$ cat config.mk
export PLATFORM = sky130hd
export DESIGN_NAME = approx_mul_error_eval
export DESIGN_NICKNAME = d
export VERILOG_FILES = /design/src/rtl/approx_mul_error_eval_pkg.sv /design/src/rtl/approx_mul_error_eval_err_stage.sv /design/src/rtl/approx_mul_error_eval.sv
export SDC_FILE = /design/constraint.sdc
export NUM_CORES = 1
export LEC_CHECK = 0
export BUFFER_PORTS_ARGS = -buffer_cell sky130_fd_sc_hd__buf_2
export CAP_MARGIN = 20
export CORE_ASPECT_RATIO = 2
export CORE_MARGIN = 2
export CORE_UTILIZATION = 50
export CTS_CLUSTER_DIAMETER = 50
export DETAILED_ROUTE_END_ITERATION = 7
export PLACE_DENSITY = 0.74
export SLEW_MARGIN = 40
export SYNTH_ARGS = -nofsm -noshare
export SYNTH_HDL_FRONTEND = slang
export SYNTH_HIERARCHICAL = 1
export SYNTH_SLANG_ARGS = --single-unit
$ cat constraint.sdc
create_clock -name clk -period 5.3 [get_ports clk]
set_input_delay 0.53 -clock clk [delete_from_list [all_inputs] [get_ports clk]]
set_output_delay 0.53 -clock clk [all_outputs]
set_load 0.1 [all_outputs]
$ cat src/rtl/approx_mul_error_eval_pkg.sv
// Shared types and constants for the approximate-multiplier error evaluator.
package approx_eval_pkg;

    typedef enum logic [1:0] {
        IDLE  = 2'd0,
        SWEEP = 2'd1,
        DRAIN = 2'd2,
        DONE  = 2'd3
    } state_t;

    localparam int unsigned MUT_W     = 8;
    localparam int unsigned PROD_W    = 2 * MUT_W;
    localparam int unsigned IDX_W     = 2 * MUT_W;
    localparam int unsigned N_PAIRS   = 1 << IDX_W;
    localparam int unsigned DRAIN_CYC = 2;

endpackage

$ cat src/rtl/approx_mul_error_eval_err_stage.sv
// Stage 1 of the evaluator: exact product, signed error and its magnitude, registered.
module approx_err_stage #(
    parameter int unsigned W = 8
) (
    input  logic              clk,
    input  logic              rst_n,
    input  logic              valid_in,
    input  logic [W-1:0]      a,
    input  logic [W-1:0]      b,
    input  logic [2*W-1:0]    p,
    output logic              valid,
    output logic [W-1:0]      a_q,
    output logic [W-1:0]      b_q,
    output logic signed [2*W:0] diff,
    output logic [2*W-1:0]    abs_diff
);

    localparam int unsigned PW = 2 * W;

    logic [PW-1:0]      prod;
    logic signed [PW:0] d;
    logic [PW-1:0]      mag;

    // |d| always fits in PW bits: both operands of the subtraction are below 2^PW.
    always_comb begin
        prod = PW'(a) * PW'(b);
        d    = $signed({1'b0, p}) - $signed({1'b0, prod});
        mag  = d[PW] ? PW'(-d) : d[PW-1:0];
    end

    always_ff @(posedge clk or negedge rst_n) begin
        if (!rst_n) begin
            valid    <= 1'b0;
            a_q      <= '0;
            b_q      <= '0;
            diff     <= '0;
            abs_diff <= '0;
        end else begin
            valid    <= valid_in;
            a_q      <= a;
            b_q      <= b;
            diff     <= d;
            abs_diff <= mag;
        end
    end

endmodule

$ cat src/rtl/approx_mul_error_eval.sv
// Exhaustive error sweep around a combinational approximate multiplier.
// Define APPROX_EVAL_BIAS_EN to build the signed-error (bias) accumulator.
module approx_mul_error_eval
    import approx_eval_pkg::*;
#(
    parameter int unsigned W     = MUT_W,
    parameter int unsigned SUM_W = 4 * W
) (
    input  logic             clk,
    input  logic             rst_n,
    input  logic             start,
    output logic [W-1:0]     mul_a,
    output logic [W-1:0]     mul_b,
    input  logic [2*W-1:0]   mul_p,
    output logic             busy,
    output logic             done,
    output logic [2*W:0]     err_count,
    output logic [SUM_W-1:0] err_sum,
    output logic [2*W-1:0]   err_max,
    output logic [W-1:0]     max_a,
    output logic [W-1:0]     max_b,
    output logic [SUM_W:0]   err_bias
);

    localparam int unsigned PW = 2 * W;
    localparam int unsigned BW = SUM_W + 1;

    state_t         state;
    logic [PW-1:0]  idx;
    logic [1:0]     drain_cnt;
    logic           accept;

    logic               s1_valid;
    logic [W-1:0]       s1_a;
    logic [W-1:0]       s1_b;
    logic signed [PW:0] s1_diff;
    logic [PW-1:0]      s1_abs;

    assign accept = (state == IDLE) && start;
    assign mul_a  = idx[PW-1:W];
    assign mul_b  = idx[W-1:0];

    always_ff @(posedge clk or negedge rst_n) begin
        if (!rst_n) begin
            state     <= IDLE;
            idx       <= '0;
            drain_cnt <= '0;
            busy      <= 1'b0;
            done      <= 1'b0;
        end else begin
            case (state)
                IDLE: begin
                    done <= 1'b0;
                    if (start) begin
                        state <= SWEEP;
                        idx   <= '0;
                        busy  <= 1'b1;
                    end
                end
                SWEEP: begin
                    if (idx == '1) begin
                        state     <= DRAIN;
                        drain_cnt <= '0;
                    end else begin
                        idx <= idx + 1'b1;
                    end
                end
                DRAIN: begin
                    if (drain_cnt == 2'(DRAIN_CYC - 1)) begin
                        state <= DONE;
                        busy  <= 1'b0;
                        done  <= 1'b1;
                    end else begin
                        drain_cnt <= drain_cnt + 1'b1;
                    end
                end
                DONE: begin
                    state <= IDLE;
                    done  <= 1'b0;
                end
                default: state <= IDLE;
            endcase
        end
    end

    approx_err_stage #(.W(W)) u_stage (
        .clk      (clk),
        .rst_n    (rst_n),
        .valid_in (state == SWEEP),
        .a        (mul_a),
        .b        (mul_b),
        .p        (mul_p),
        .valid    (s1_valid),
        .a_q      (s1_a),
        .b_q      (s1_b),
        .diff     (s1_diff),
        .abs_diff (s1_abs)
    );

    // Strict '>' keeps the earliest pair in sweep order when the maximum repeats.
    always_ff @(posedge clk or negedge rst_n) begin
        if (!rst_n) begin
            err_count <= '0;
            err_sum   <= '0;
            err_max   <= '0;
            max_a     <= '0;
            max_b     <= '0;
        end else if (accept) begin
            err_count <= '0;
            err_sum   <= '0;
            err_max   <= '0;
            max_a     <= '0;
            max_b     <= '0;
        end else if (s1_valid) begin
            if (s1_diff != '0)
                err_count <= err_count + 1'b1;
            err_sum <= err_sum + SUM_W'(s1_abs);
            if (s1_abs > err_max) begin
                err_max <= s1_abs;
                max_a   <= s1_a;
                max_b   <= s1_b;
            end
        end
    end

`ifdef APPROX_EVAL_BIAS_EN
    always_ff @(posedge clk or negedge rst_n) begin
        if (!rst_n)
            err_bias <= '0;
        else if (accept)
            err_bias <= '0;
        else if (s1_valid)
            err_bias <= err_bias + BW'(s1_diff);
    end
`else
    assign err_bias = '0;
`endif

endmodule

# Word-level counts from Yosys, hierarchy flattened
# Cells that the tools add are included.
[totals] regBits=153 inputBits=19 out_inout_bits=132 word_cells=81
[classes] add_sub_neg=6 n_mul=1 n_lt_le_gt_ge=1 n_eq_ne=10 mux=30 n_reduce_logical=18
[ops] operator="2-to-1 mux 16 bit" count=6
[ops] operator="2-to-1 mux 32 bit" count=2
[ops] operator="2-to-1 mux 17 bit" count=3
[ops] operator="2-to-1 mux 8 bit" count=6
[ops] operator="adder 32 x 16 -> 32 bit" count=1
[ops] operator="one-hot mux 16 bit (2 select lines)" count=1
[ops] operator="adder 17 x 1 -> 17 bit, second input constant" count=1
[ops] operator="nonzero test 17 bit" count=1
[ops] operator="subtractor 16 x 16 -> 17 bit" count=1
[ops] operator="adder 16 x 1 -> 16 bit, second input constant" count=1
[ops] operator="== test 16 bit, second input constant" count=1
[ops] operator="greater-than comparator 16 bit" count=1
[ops] operator="multiplier 8 x 8 -> 16 bit" count=1
[ops] operator="negation 16 bit" count=1
[ops] operator="nonzero test 2 bit" count=7
[ops] operator="AND reduction 3 bit" count=4
[ops] operator="2-to-1 mux 2 bit" count=5
[ops] operator="inequality test 2 bit, second input constant" count=5
[ops] operator="one-hot mux 2 bit (4 select lines)" count=1
[ops] operator="AND reduction 2 bit" count=3
[ops] operator="== test 2 x 1 -> 1 bit, second input constant" count=2
[ops] operator="== test 2 bit, second input constant" count=2
[ops] operator="one-hot mux 1 bit (2 select lines)" count=2
[ops] operator="one-hot mux 2 bit (2 select lines)" count=1
[ops] operator="5 further kinds" count=7

# Depth between registers and ports, before layout
[depth] ltp_word=4 mapped_depth=20 ltp_nobuf=18

# Cells and area by module
# The synthesis kept the hierarchy.
[by_module_without_submodules] mod="approx_mul_error_eval" instances=1 cells_each=754 area_per_inst_um2=6553.8 seq_area_each_um2=2577.5
[by_module_without_submodules] mod="approx_err_stage" instances=1 cells_each=428 area_per_inst_um2=4355.4 seq_area_each_um2=1226.2

# Worst setup path after synthesis
# Ideal clock, no wire load.
[synth_timing] path_kind="reg-to-reg" start="register idx[10]" end="register u_stage.abs_diff[11]" setup_ns=0.137 arrival_time_ns=5.497 required_ns=5.163 slack_ns=-0.334 path_stages_with_launch=19 path_buffers=2 synth_period_minus_slack_ns=5.634 path_cell_list="dfrtp_1 > clkbuf_1 > nand2_1 > fa_1 > fa_1 > fa_1 > inv_1 > fa_1 > inv_1 > ha_1 > inv_1 > nor3_2 > a211o_2 > a211oi_2 > or4_4 > nand3_4 > buf_6 > a21oi_1 > xor2_1"
[synth_via] elab_chain_cells=4
[synth_rtl] element="from (decl)" line_no="approx_mul_error_eval.sv:29" text="logic [PW-1:0] idx;"
[synth_rtl] element="from (signal assigned)" line_no="approx_mul_error_eval.sv:65" text="idx <= idx + 1'b1;"
[synth_rtl] element="multiplier 8 x 8 -> 16 bit (*)" line_no="approx_mul_error_eval_err_stage.sv:26" text="prod = PW'(a) * PW'(b);"
[synth_rtl] element="subtractor 16 x 16 -> 17 bit (*)" line_no="approx_mul_error_eval_err_stage.sv:27" text="d = $signed({1'b0, p}) - $signed({1'b0, prod});"
[synth_rtl] element="negation 16 bit" line_no="approx_mul_error_eval_err_stage.sv:28" text="mag = d[PW] ? PW'(-d) : d[PW-1:0];"
[synth_rtl] element="2-to-1 mux 16 bit (*)" line_no="approx_mul_error_eval_err_stage.sv:28"
[synth_rtl] element="named net u_stage.mag[11]" line_no="approx_mul_error_eval_err_stage.sv:22" text="logic [PW-1:0] mag;"
[synth_rtl] element="to (signal assigned)" line_no="approx_mul_error_eval_err_stage.sv:43" text="abs_diff <= mag;"
[synth_rtl] element="to (decl)" line_no="approx_mul_error_eval_err_stage.sv:15" text="output logic [2*W-1:0] abs_diff"
# The timed path passes the listed nets; every way through them passes the cells marked *.
# A chain may end at the register's enable or synchronous reset.

# Final worst setup path
[layout_timing] start="register idx[13]" end="register u_stage.abs_diff[14]"
[layout_via] elab_chain_cells=4
[layout_rtl] element="multiplier 8 x 8 -> 16 bit" line_no="approx_mul_error_eval_err_stage.sv:26"
[layout_rtl] element="subtractor 16 x 16 -> 17 bit" line_no="approx_mul_error_eval_err_stage.sv:27"
[layout_rtl] element="named net u_stage.d[7]" line_no="approx_mul_error_eval_err_stage.sv:21" text="logic signed [PW:0] d;"
[layout_rtl] element="negation 16 bit" line_no="approx_mul_error_eval_err_stage.sv:28"
[layout_rtl] element="2-to-1 mux 16 bit" line_no="approx_mul_error_eval_err_stage.sv:28"
[layout_rtl] element="named net u_stage.mag[14]" line_no="approx_mul_error_eval_err_stage.sv:22"
# The timed path passes the listed nets, and every way through them passes these cells.

==> impl_metrics.tcl <==
set metrics [dict create \
    grt_start_max_net_pins 79 \
    final-setup-viol-count 0 \
    crit_type "flop to flop" \
    drtIter0Drc 482 \
    required_ns 5.60 \
    async_reset_ff_frac 1.00 \
    rr_worst_depth 17 \
    power.density_nw_per_um2 473 \
    htreeDepth 4 \
    synth_edf_count 0 \
    period_share 0.972 \
    status "finished, final reports clean" \
    cts_sinks 152 \
    grt_pass1_wl_um 45200 \
    wire_per_inst_um 17.7 \
    peakVddDrop_mv 0.469 \
    fin_tns_setup_ns 0 \
    drive_gt1_frac 0.186 \
    path_clk_slew_ns 0.07 \
    syn_area_um2 10900 \
    endpoint_kind "flop" \
    cts_buffers 17 \
    antenna_cells 0 \
    dr.pass1.iters 5 \
    placed_area_um2 11800 \
    seq_area_frac_synth 0.349 \
    drv_slew 0 \
    r2r_end "u_stage/abs_diff[14]$_DFF_PN0_" \
    ctsHoldBuffers 0 \
    r2r_slack_ns 0.15 \
    avgViaCountPerCell 5.61 \
    cp.arrival_ns 5.46 \
    crit_start "idx[13]$_DFFE_PN0P_" \
    synth.distinct_cells 81 \
    syn_inst 1182 \
    grt_pass1_vias 9142 \
    syn_to_final_growth_pct 14.5 \
    finalWirelength_um 28300 \
    place_ws_ns 0.117 \
    power.leakage_nw 5.99 \
    avgSynthCellArea_um2 9.23 \
    core-area_um2 21500 \
    track_usage 0.253 \
    cap_violations 0 \
    cts_root_buf "clkbuf_16" \
    synth-seq-cells 152 \
    critical_path.startpoint_type "flop" \
    synth_ff_type "dfrtp_1" \
    fmax_mhz 194 \
    place.gp.congestion 0.943 \
    die-area_um2 23100 \
    cp-endpoint "u_stage/abs_diff[14]$_DFF_PN0_" \
    fin_ws_ns 0.147 \
    fin_nets 1461 \
    clk_latency_ns 0.44 \
    slew_headroom 0.434 \
    ys_warn_count 6 \
    critPathMaxFanout 5 \
    finalHoldViolations 0 \
    clock_skew_ns 0.0116 \
    hold_path_class "primary input to async pin" \
    final_area_um2 12500 \
    initial_core_util 0.508 \
    min_period_ns 5.15 \
    antenna_found_initial 0 \
    rr_startpoint "idx[13]$_DFFE_PN0P_" \
    cts.path.max_buffers 2 \
    vias 8962 \
    dp_hpwl_um 21600 \
    io_buffers 117 \
    cts_tree "done" \
    io_pins 151 \
    post-route-drc-count 0 \
    die_y_um 213 \
    whs_ns 0.130 \
    worstMarginPinSlew_ns 0.849 \
    rows 76 \
    ant_nets 0 \
    grt_overflow 0 \
    fp.dieW_um 108 \
]
cell usage in the layout, fill, tap and decap left out, drive strengths merged, types with 4 or more instances in the layout:
cell / count
clkinv: 7
inv: 135
a211o: 4
and3: 8
nand2b: 7
a2111o: 4
nor3b: 5
nand4: 24
a211oi: 12
and4: 5
xor2: 34
dfrtp: 152
clkbuf: 18
fa: 50
nor2b: 5
o211ai: 10
o21ai: 62
mux2i: 11
or3: 9
nand3: 71
xnor2: 27
buf: 151
ha: 80
nor2: 73
nor3: 21
conb: 33
nand2: 99
a21o: 12
a21oi: 98
nor4: 5
and2: 41
kinds of logic (layout without fill, tap and decap cells):
kind of cell	count (synthesis)	after routing	synth area share
flops	152	152	0.349
fa+ha+maj	130	130	0.184
compound gates	239	239	0.143
buf+inv	202	313	0.0827
xor+xnor	61	61	0.0497
simple gates	384	384	0.180
mux	13	13	0.0122
other cells	1	33	0.000344
power breakdown:
group	switching (mW)	internal (mW)	total, mW	leakage, nW
registers	0.201	1.38	1.58	1.96
logic	2.38	0.771	3.15	3.75
clock network	0.542	0.630	1.17	0.276
total	3.13	2.78	5.90	5.99
final cells by class:
type / count / area [um^2]
flip-flops and latches: 152 / 3830
clock buffers: 18 / 439
inverters: 130 / 488
well taps: 273 / 342
multi-input cells: 860 / 6390
fillers: 1948 / 9000
repair buffers: 151 / 860
clock inverters: 14 / 138
worst max-delay path, stage by stage, from the launching register on:
cell and delay (ns):
dfrtp_2 0.41, buf_4 0.15, buf_4 0.14, and2_1 0.14
fa_1 0.50, fa_1 0.42, ha_1 0.31, fa_1 0.54
inv_1 0.06, ha_1 0.37, nand2_1 0.22, and3_1 0.24
a2111oi_4 0.32, o211ai_2 0.19, nor3_2 0.29, nor3b_4 0.34
a41oi_2 0.19, xnor2_1 0.16
synth_stat cells, types with 3 or more instances:
master	n	area [um^2]
buf_4	34	255
nor3_2	3	30.0
o21bai_1	3	22.5
nand3_1	70	350
nor3_1	18	90.1
nor2_1	72	270
a21oi_1	96	480
a211oi_1	9	67.6
o211ai_2	3	37.5
nor4_1	5	31.3
nand2_1	99	372
ha_1	80	1000
fa_1	50	1000
nor3b_1	4	30.0
xnor2_1	27	236
buf_2	6	30.0
o31ai_1	3	22.5
a2111o_1	4	45.0
nand4_1	23	144
inv_1	130	488
o21ai_1	3	15.0
o22ai_1	3	18.8
dfrtp_1	152	3800
o211ai_1	7	52.6
mux2i_1	11	110
nor2b_1	5	31.3
and3_1	6	37.5
buf_1	4	15.0
and2_1	40	250
a31oi_1	3	18.8
nand2b_1	7	43.8
or3_1	9	56.3
o21ai_0	58	290
xor2_1	33	289
a211o_1	3	26.3
nand3b_1	3	22.5
a211oi_2	3	37.5
a21o_1	12	90.1
and4_1	5	43.8
clkbuf_1	26	97.6
worst min path at each step:
stage	cells past startpoint	to	from
after floorplan	0	busy$_DFFE_PN0P_	rst_n
after global placement	0	u_stage/b_q[5]$_DFF_PN0_	idx[5]$_DFFE_PN0P_
after detailed placement	0	u_stage/b_q[5]$_DFF_PN0_	idx[5]$_DFFE_PN0P_
after CTS	1	err_sum[1]$_DFFE_PN0P_	rst_n
after global routing	1	err_sum[0]$_DFFE_PN0P_	rst_n
final	1	err_sum[1]$_DFFE_PN0P_	rst_n
timing repair:
action,4_1_cts,5_1_grt
resized for setup,0,6
setup buffers,0,10
endpoints found under the setup margin,0,8
per-layer routing:
metal  vias up  GRT usage  share of wire  routed length (um)
met5         -          0              0                   0
met4         0      0.128          0.043                1200
met3        74     0.0345          0.037                1040
met2       259      0.479           0.56               15700
met1      4400      0.263           0.37               10300
li1       4229          -              -                   -
flip-flops by register name, summed over array words and instances (netlist names), 16 cells and up:
register,cells
err_count,17
idx,16
err_sum,32
err_max,16
u_stage/diff,16
u_stage/abs_diff,16
through the flow:
stage / utilization / power (mW) / cells
finish: 0.581 / 5.90 / 1598
global route: 0.581 / 6.24 / 1598
CTS: 0.576 / 5.89 / 1588
detailed placement: 0.549 / 4.70 / 1556
global placement: 0.548 / 4.63 / 1554
floorplan: - / 4.04 / 1214
Power figures use the tool's default switching activity.
